**src/rtl/ex_operand_stage_pkg.sv**
```systemverilog
// Shared types and constants for the ID/EX operand stage.
// Opcodes, width defaults and the bubble control word.
package ex_operand_stage_pkg;

    localparam int DATA_W_DEF = 32;
    localparam int REG_AW_DEF = 5;

    localparam logic [2:0] ALU_AND  = 3'b000;
    localparam logic [2:0] ALU_OR   = 3'b001;
    localparam logic [2:0] ALU_XOR  = 3'b010;
    localparam logic [2:0] ALU_NOR  = 3'b011;
    localparam logic [2:0] ALU_SLT  = 3'b100;
    localparam logic [2:0] ALU_ADD  = 3'b101;
    localparam logic [2:0] ALU_SUB  = 3'b110;
    localparam logic [2:0] ALU_RSVD = 3'b111;

    typedef struct packed {
        logic       valid;
        logic       reg_write;
        logic       mem_read;
        logic       alu_src;
        logic [2:0] alu_op;
    } id_ex_ctrl_t;

    localparam id_ex_ctrl_t CTRL_BUBBLE = '{
        valid:     1'b0,
        reg_write: 1'b0,
        mem_read:  1'b0,
        alu_src:   1'b0,
        alu_op:    ALU_AND
    };

endpackage

```
**src/rtl/ex_operand_stage_fwd_mux.sv**
```systemverilog
// Three-way operand select: EX/MEM result, MEM/WB result or
// the registered value. r0 never forwards.
module fwd_mux
    import ex_operand_stage_pkg::*;
#(
    parameter int DATA_W = DATA_W_DEF,
    parameter int REG_AW = REG_AW_DEF
) (
    input  logic [REG_AW-1:0] src,
    input  logic [DATA_W-1:0] reg_data,
    input  logic              mem_wr,
    input  logic [REG_AW-1:0] mem_rd,
    input  logic [DATA_W-1:0] mem_data,
    input  logic              wb_wr,
    input  logic [REG_AW-1:0] wb_rd,
    input  logic [DATA_W-1:0] wb_data,
    output logic [DATA_W-1:0] fwd_data
);

    logic src_nz;
    logic mem_hit;
    logic wb_only;

    assign src_nz  = |src;
    assign mem_hit = src_nz & mem_wr & (mem_rd == src);
    // The younger EX/MEM result shadows MEM/WB.
    assign wb_only = src_nz & wb_wr & (wb_rd == src) & ~mem_hit;

    always_comb begin
        fwd_data = reg_data;
        unique case (1'b1)
            mem_hit: fwd_data = mem_data;
            wb_only: fwd_data = wb_data;
            default: fwd_data = reg_data;
        endcase
    end

endmodule

```
**src/rtl/ex_operand_stage.sv**
```systemverilog
// ID/EX register feeding the ALU, with immediate select.
// EX_FORWARDING_EN adds operand forwarding and load-use stall.
module ex_operand_stage
    import ex_operand_stage_pkg::*;
#(
    parameter int DATA_W = DATA_W_DEF,
    parameter int REG_AW = REG_AW_DEF
) (
    input  logic              clk,
    input  logic              reset_n,
    input  logic              dec_valid,
    input  logic [DATA_W-1:0] dec_rs_data,
    input  logic [DATA_W-1:0] dec_rt_data,
    input  logic [REG_AW-1:0] dec_rs,
    input  logic [REG_AW-1:0] dec_rt,
    input  logic [REG_AW-1:0] dec_rd,
    input  logic [15:0]       dec_imm,
    input  logic [2:0]        dec_alu_op,
    input  logic              dec_alu_src,
    input  logic              dec_imm_zext,
    input  logic              dec_reg_write,
    input  logic              dec_mem_read,
    input  logic              ex_flush,
    input  logic              ex_hold,
    input  logic              mem_wr,
    input  logic [REG_AW-1:0] mem_rd,
    input  logic [DATA_W-1:0] mem_data,
    input  logic              wb_wr,
    input  logic [REG_AW-1:0] wb_rd,
    input  logic [DATA_W-1:0] wb_data,
    output logic [DATA_W-1:0] alu_a,
    output logic [DATA_W-1:0] alu_b,
    output logic [2:0]        alu_op,
    output logic              ex_valid,
    output logic              ex_reg_write,
    output logic              ex_mem_read,
    output logic [REG_AW-1:0] ex_rd,
    output logic [DATA_W-1:0] ex_store_data,
    output logic              dec_stall
);

    id_ex_ctrl_t       ctrl_q;
    logic [DATA_W-1:0] rs_data_q;
    logic [DATA_W-1:0] rt_data_q;
    logic [DATA_W-1:0] imm_q;
    logic [REG_AW-1:0] rs_q;
    logic [REG_AW-1:0] rt_q;
    logic [REG_AW-1:0] rd_q;

    logic [DATA_W-1:0] dec_ext_imm;
    logic [DATA_W-1:0] rs_fwd;
    logic [DATA_W-1:0] rt_fwd;
    logic              load_bubble;

    assign dec_ext_imm = dec_imm_zext
        ? {{(DATA_W-16){1'b0}}, dec_imm}
        : {{(DATA_W-16){dec_imm[15]}}, dec_imm};

    // Flush beats hold; a stall only bubbles when not held.
    assign load_bubble = ex_flush | (~ex_hold & dec_stall);

    always_ff @(posedge clk or negedge reset_n) begin
        if (!reset_n) begin
            ctrl_q    <= CTRL_BUBBLE;
            rs_data_q <= '0;
            rt_data_q <= '0;
            imm_q     <= '0;
            rs_q      <= '0;
            rt_q      <= '0;
            rd_q      <= '0;
        end else if (load_bubble) begin
            ctrl_q    <= CTRL_BUBBLE;
            rs_data_q <= '0;
            rt_data_q <= '0;
            imm_q     <= '0;
            rs_q      <= '0;
            rt_q      <= '0;
            rd_q      <= '0;
        end else if (!ex_hold) begin
            ctrl_q.valid     <= dec_valid;
            ctrl_q.reg_write <= dec_reg_write;
            ctrl_q.mem_read  <= dec_mem_read;
            ctrl_q.alu_src   <= dec_alu_src;
            ctrl_q.alu_op    <= dec_alu_op;
            rs_data_q        <= dec_rs_data;
            rt_data_q        <= dec_rt_data;
            imm_q            <= dec_ext_imm;
            rs_q             <= dec_rs;
            rt_q             <= dec_rt;
            rd_q             <= dec_rd;
        end
    end

`ifdef EX_FORWARDING_EN
    logic load_use;

    fwd_mux #(
        .DATA_W (DATA_W),
        .REG_AW (REG_AW)
    ) u_fwd_rs (
        .src      (rs_q),
        .reg_data (rs_data_q),
        .mem_wr   (mem_wr),
        .mem_rd   (mem_rd),
        .mem_data (mem_data),
        .wb_wr    (wb_wr),
        .wb_rd    (wb_rd),
        .wb_data  (wb_data),
        .fwd_data (rs_fwd)
    );

    fwd_mux #(
        .DATA_W (DATA_W),
        .REG_AW (REG_AW)
    ) u_fwd_rt (
        .src      (rt_q),
        .reg_data (rt_data_q),
        .mem_wr   (mem_wr),
        .mem_rd   (mem_rd),
        .mem_data (mem_data),
        .wb_wr    (wb_wr),
        .wb_rd    (wb_rd),
        .wb_data  (wb_data),
        .fwd_data (rt_fwd)
    );

    assign load_use = ctrl_q.valid & ctrl_q.mem_read & (|rd_q)
                    & ((rd_q == dec_rs) | (rd_q == dec_rt))
                    & dec_valid;
    assign dec_stall = load_use & ~ex_flush;
`else
    logic unused_fwd;

    assign rs_fwd     = rs_data_q;
    assign rt_fwd     = rt_data_q;
    assign dec_stall  = 1'b0;
    assign unused_fwd = ^{mem_wr, mem_rd, mem_data,
                          wb_wr, wb_rd, wb_data,
                          rs_q, rt_q};
`endif

    assign alu_a         = rs_fwd;
    assign alu_b         = ctrl_q.alu_src ? imm_q : rt_fwd;
    assign alu_op        = ctrl_q.alu_op;
    assign ex_valid      = ctrl_q.valid;
    assign ex_reg_write  = ctrl_q.reg_write;
    assign ex_mem_read   = ctrl_q.mem_read;
    assign ex_rd         = rd_q;
    assign ex_store_data = rt_fwd;

endmodule

```
**config.mk**
```make
export PLATFORM = sky130hd
export DESIGN_NAME = ex_operand_stage
export DESIGN_NICKNAME = d
export VERILOG_FILES = /design/src/rtl/ex_operand_stage_pkg.sv /design/src/rtl/ex_operand_stage_fwd_mux.sv /design/src/rtl/ex_operand_stage.sv
export SDC_FILE = /design/constraint.sdc
export NUM_CORES = 1
export LEC_CHECK = 0
export CORE_MARGIN = 5
export CORE_UTILIZATION = 38
export CTS_CLUSTER_DIAMETER = 30
export DETAILED_ROUTE_END_ITERATION = 7
export GPL_ROUTABILITY_DRIVEN = 0
export GPL_TIMING_DRIVEN = 0
export PLACE_DENSITY = 0.82
export SYNTH_ARGS = -nofsm -noshare
export SYNTH_HDL_FRONTEND = slang
export SYNTH_HIERARCHICAL = 1
export SYNTH_SLANG_ARGS = --single-unit
```
**constraint.sdc**
```tcl
create_clock -name clk -period 2.68 [get_ports clk]
set_clock_uncertainty 0.05 [all_clocks]
set_input_delay 0.268 -clock clk [delete_from_list [all_inputs] [get_ports clk]]
set_output_delay 0.268 -clock clk [all_outputs]
set_load 0.02 [all_outputs]
```
==> reports/metrics.yaml <==
run_status:
  status: "finished clean"
placement:
  portBuffers: 201
  preCtsSetupSlack_ns: 0.530
  dp_hpwl_um: 9340
setup_path:
  path_class: "flip-flop to output port"
  critical_path.top_delay_family: "buffers and inverters"
  path_cells: "buf_2, nand2_1, o21ai_0, clkdlybuf4s50_1"
  critPathLaunchType: "flip-flop"
  worstPathArrival_ns: 2.09
  critPathBufInv: 2
  cp_max_fo: 16
  crit_required_ns: 2.36
  slowest_delay_ns: 0.65
  worstSetupEndpointType: "output port"
  worst_path_max_delay_cell: "clkdlybuf4s50_1"
pwr:
  powerDensity_nw_per_um2: 487
  power.total_w: 0.00323
  p_seq_share_pct: 47.4
  combinationalPowerShare_pct: 24.1
  p_sw_share_pct: 26.6
  p_switching_w: 0.000860
  p_leak_nw: 3.10
  power.share.clock_pct: 28.5
  vdd_ir_drop_max_v: 0.000251
  p_int_w: 0.00237
floorplan:
  start_util_pct: 38.9
  die_h_um: 115
  core-area_sq_um: 10800
  pin_count: 291
  dieArea_sq_um: 13300
  die_w_um: 115
  rows: 38
synth:
  synth_warnings: 6
  synth_simple_gate_area_share_pct: 8.57
  synthCells: 360
  synth_nets: 543
  ys_seq_elements: 93
  synthMuxAreaShare_pct: 26.1
  synth_top_family_by_area: "multiplexers"
  synth-adder-area-share_pct: 0
  ys_seq_area_share_pct: 55.2
  synthDistinctLibCells: 15
  synth_compound_area_share_pct: 2.02
  syn_area_sq_um: 4220
  synthXorXnorAreaFrac_pct: 0
  avgSynthCellArea_sq_um: 11.7
drt:
  vias: 3392
  drc_errors: 0
  vias_per_cell: 4.74
  wl_per_cell_um: 16.7
  firstDrtPassIters: 4
  wl_um: 12000
  ant_nets: 0
  drt_iter0_drc: 132
timing:
  drv_slew: 0
  fmax_ghz: 0.415
  fin_ws_ns: 0.270
  rsz0062_at_grt: "no"
  finalCritPeriodShare_pct: 89.9
  setup_viol: 0
  finalHoldViolations: 0
  fin_crit_ns: 2.41
  relSlewSlack_pct: 60.1
  worst_slew_pin_slew_ns: 0.599
cells_and_area:
  final_layout_size_suffix_gt1_share_pct: 8.70
  fin_nets: 756
  diodes: 0
  area_growth_pct: 57.0
  fillCellCount: 907
worst_hold_path:
  hold_class: "primary input to flip-flop"
clocking:
  clk_latency_ns: 0.35
  ctsResizeCount: 0
  numCtsBuffers: 9
  htree_levels: 3
  clock-sinks: 93
  cts.clk_slew.worst_paths_ns: 0.08
  cts_root_buffer: "clkbuf_8"
  cts_tree: "yes"
  clock_path_buffers: 2
global_route:
  grt_max_degree: 51
  grt_pass1_wl_um: 18700
  antenna_found_initial: 0
  grt_remaining_overflow: 0
  gr-usage-all-layers_pct: 17.8
  first_global_vias: 3697
flow_run:
  cap_violations: 0
[cell families (layout without fill, tap and decap cells)]
family | after synthesis | in the layout
compound gates | 17 | 17
simple gates | 95 | 95
other cells | 1 | 1
flops | 93 | 93
buf+inv | 46 | 261
mux | 108 | 108
[tightest hold or removal path, delay by kind of cell]
| family | cells | cell delay, ns |
|---|---|---|
| buffers and inverters | 1 | 0.09 |
| AND/OR/NAND/NOR | 1 | 0.10 |
| AO/OA/AOI/OAI | 1 | 0.06 |
[metal layers]
metal	up-vias	routed length (um)	GRT usage, %
met3	18	1010	5.58
met1	1640	4850	21.5
met5	-	0	0
met4	0	209	6.10
met2	137	5890	30.0
li1	1597	-	-
[path summary, 6_finish.rpt]
| kind | startpoint | slack, ns | depth (start not counted) | endpoint |
|---|---|---|---|---|
| hold reg to reg | alu_a[13]$_DFFE_PN0P_ | 0.48 | 2 | alu_a[13]$_DFFE_PN0P_ |
| hold / removal | ex_hold | 0.15 | 3 | imm_q[30]$_DFFE_PN0P_ |
| setup reg to reg | ctrl_q[3]$_DFFE_PN0P_ | 1.54 | 4 | ctrl_q[3]$_DFFE_PN0P_ |
| min in group asynchronous | reset_n | 0.41 | 2 | ex_store_data[11]$_DFFE_PN0P_ |
| max in group asynchronous | reset_n | 1.51 | 3 | alu_a[8]$_DFFE_PN0P_ |
| setup / recovery | ctrl_q[3]$_DFFE_PN0P_ | 0.27 | 4 | alu_b[26] |
[cells in the mapped netlist]
library cell   n  share of area [%]
nor2_1        92                8.2
inv_1         16                1.4
a21oi_1        1               0.12
conb_1         1              0.089
o21ai_0       16                1.9
buf_6          1               0.27
buf_12         8                3.8
buf_4          7                1.2
buf_2          3               0.36
mux2_2        16                4.3
dfrtp_1       93                 55
mux2i_1       92                 22
or3b_1         1               0.21
nand2_1        2               0.18
clkbuf_1      11               0.98
[through the flow]
stage,hold WS (ns),setup TNS [ns],std cells,area (sq um),utilization [%]
after floorplan,-0.0776,0,360,4220,-
after global placement,0.449,-197.02,701,6410,59.1
after detailed placement,0.263,0,702,6430,59.3
after CTS,0.135,0,716,6630,61.1
after global routing,0.142,0,715,6620,61.1
final,0.154,0,715,6620,61.1
[sequential cells by signal (all words and copies together) (netlist names)]
register,count
ctrl_q,1
ex_reg_write,1
ex_store_data,32
alu_a,32
alu_op,3
ex_mem_read,1
imm_q,17
ex_valid,1
ex_rd,5
[layout by cell type, fill, tap and decap left out]
cell               n
buf_6              1
buf_12             8
bufinv_16          1
clkdlybuf4s50_1  200
clkinv_2           1
mux2_2            16
nor2_1            92
mux2i_1           92
or3b_1             1
inv_1             16
dfrtp_1           93
a21oi_1            1
nand2_1            2
clkbuf_8          11
dlygate4sd3_1      1
clkbuf_1          10
conb_1             1
o21ai_0           16
buf_4              8
buf_2              3
buf_16             1
[timing repair]
action | 4_1_cts | 5_1_grt
hold buffers | 1 | 0
hold endpoints to repair | 43 | 0
buffers inserted | 0 | 0
endpoints found under the setup margin | 0 | 1
[power groups by stage]
stage          sequential [W]  clock [W]  combinational [W]
6_report              0.00153   0.000919           0.000778
3_3_place_gp          0.00155          0           0.000768
5_1_grt               0.00154    0.00100           0.000830
4_1_cts               0.00153   0.000946           0.000790
2_1_floorplan         0.00163          0           0.000287
3_5_place_dp          0.00156          0           0.000786
[cell type report]
class | count | area (sq um) | area share, %
timing repair buffer | 203 | 2050 | 30.9
buffer | 29 | 277 | 4.17
multi-input combinational | 221 | 1550 | 23.4
inverter | 16 | 60.1 | 0.907
clock inverter | 2 | 35.0 | 0.529
tap | 140 | 175 | 2.64
sequential | 93 | 2330 | 35.1
clock buffer | 11 | 151 | 2.29
Note: power is estimated with default switching activity, not from simulation.
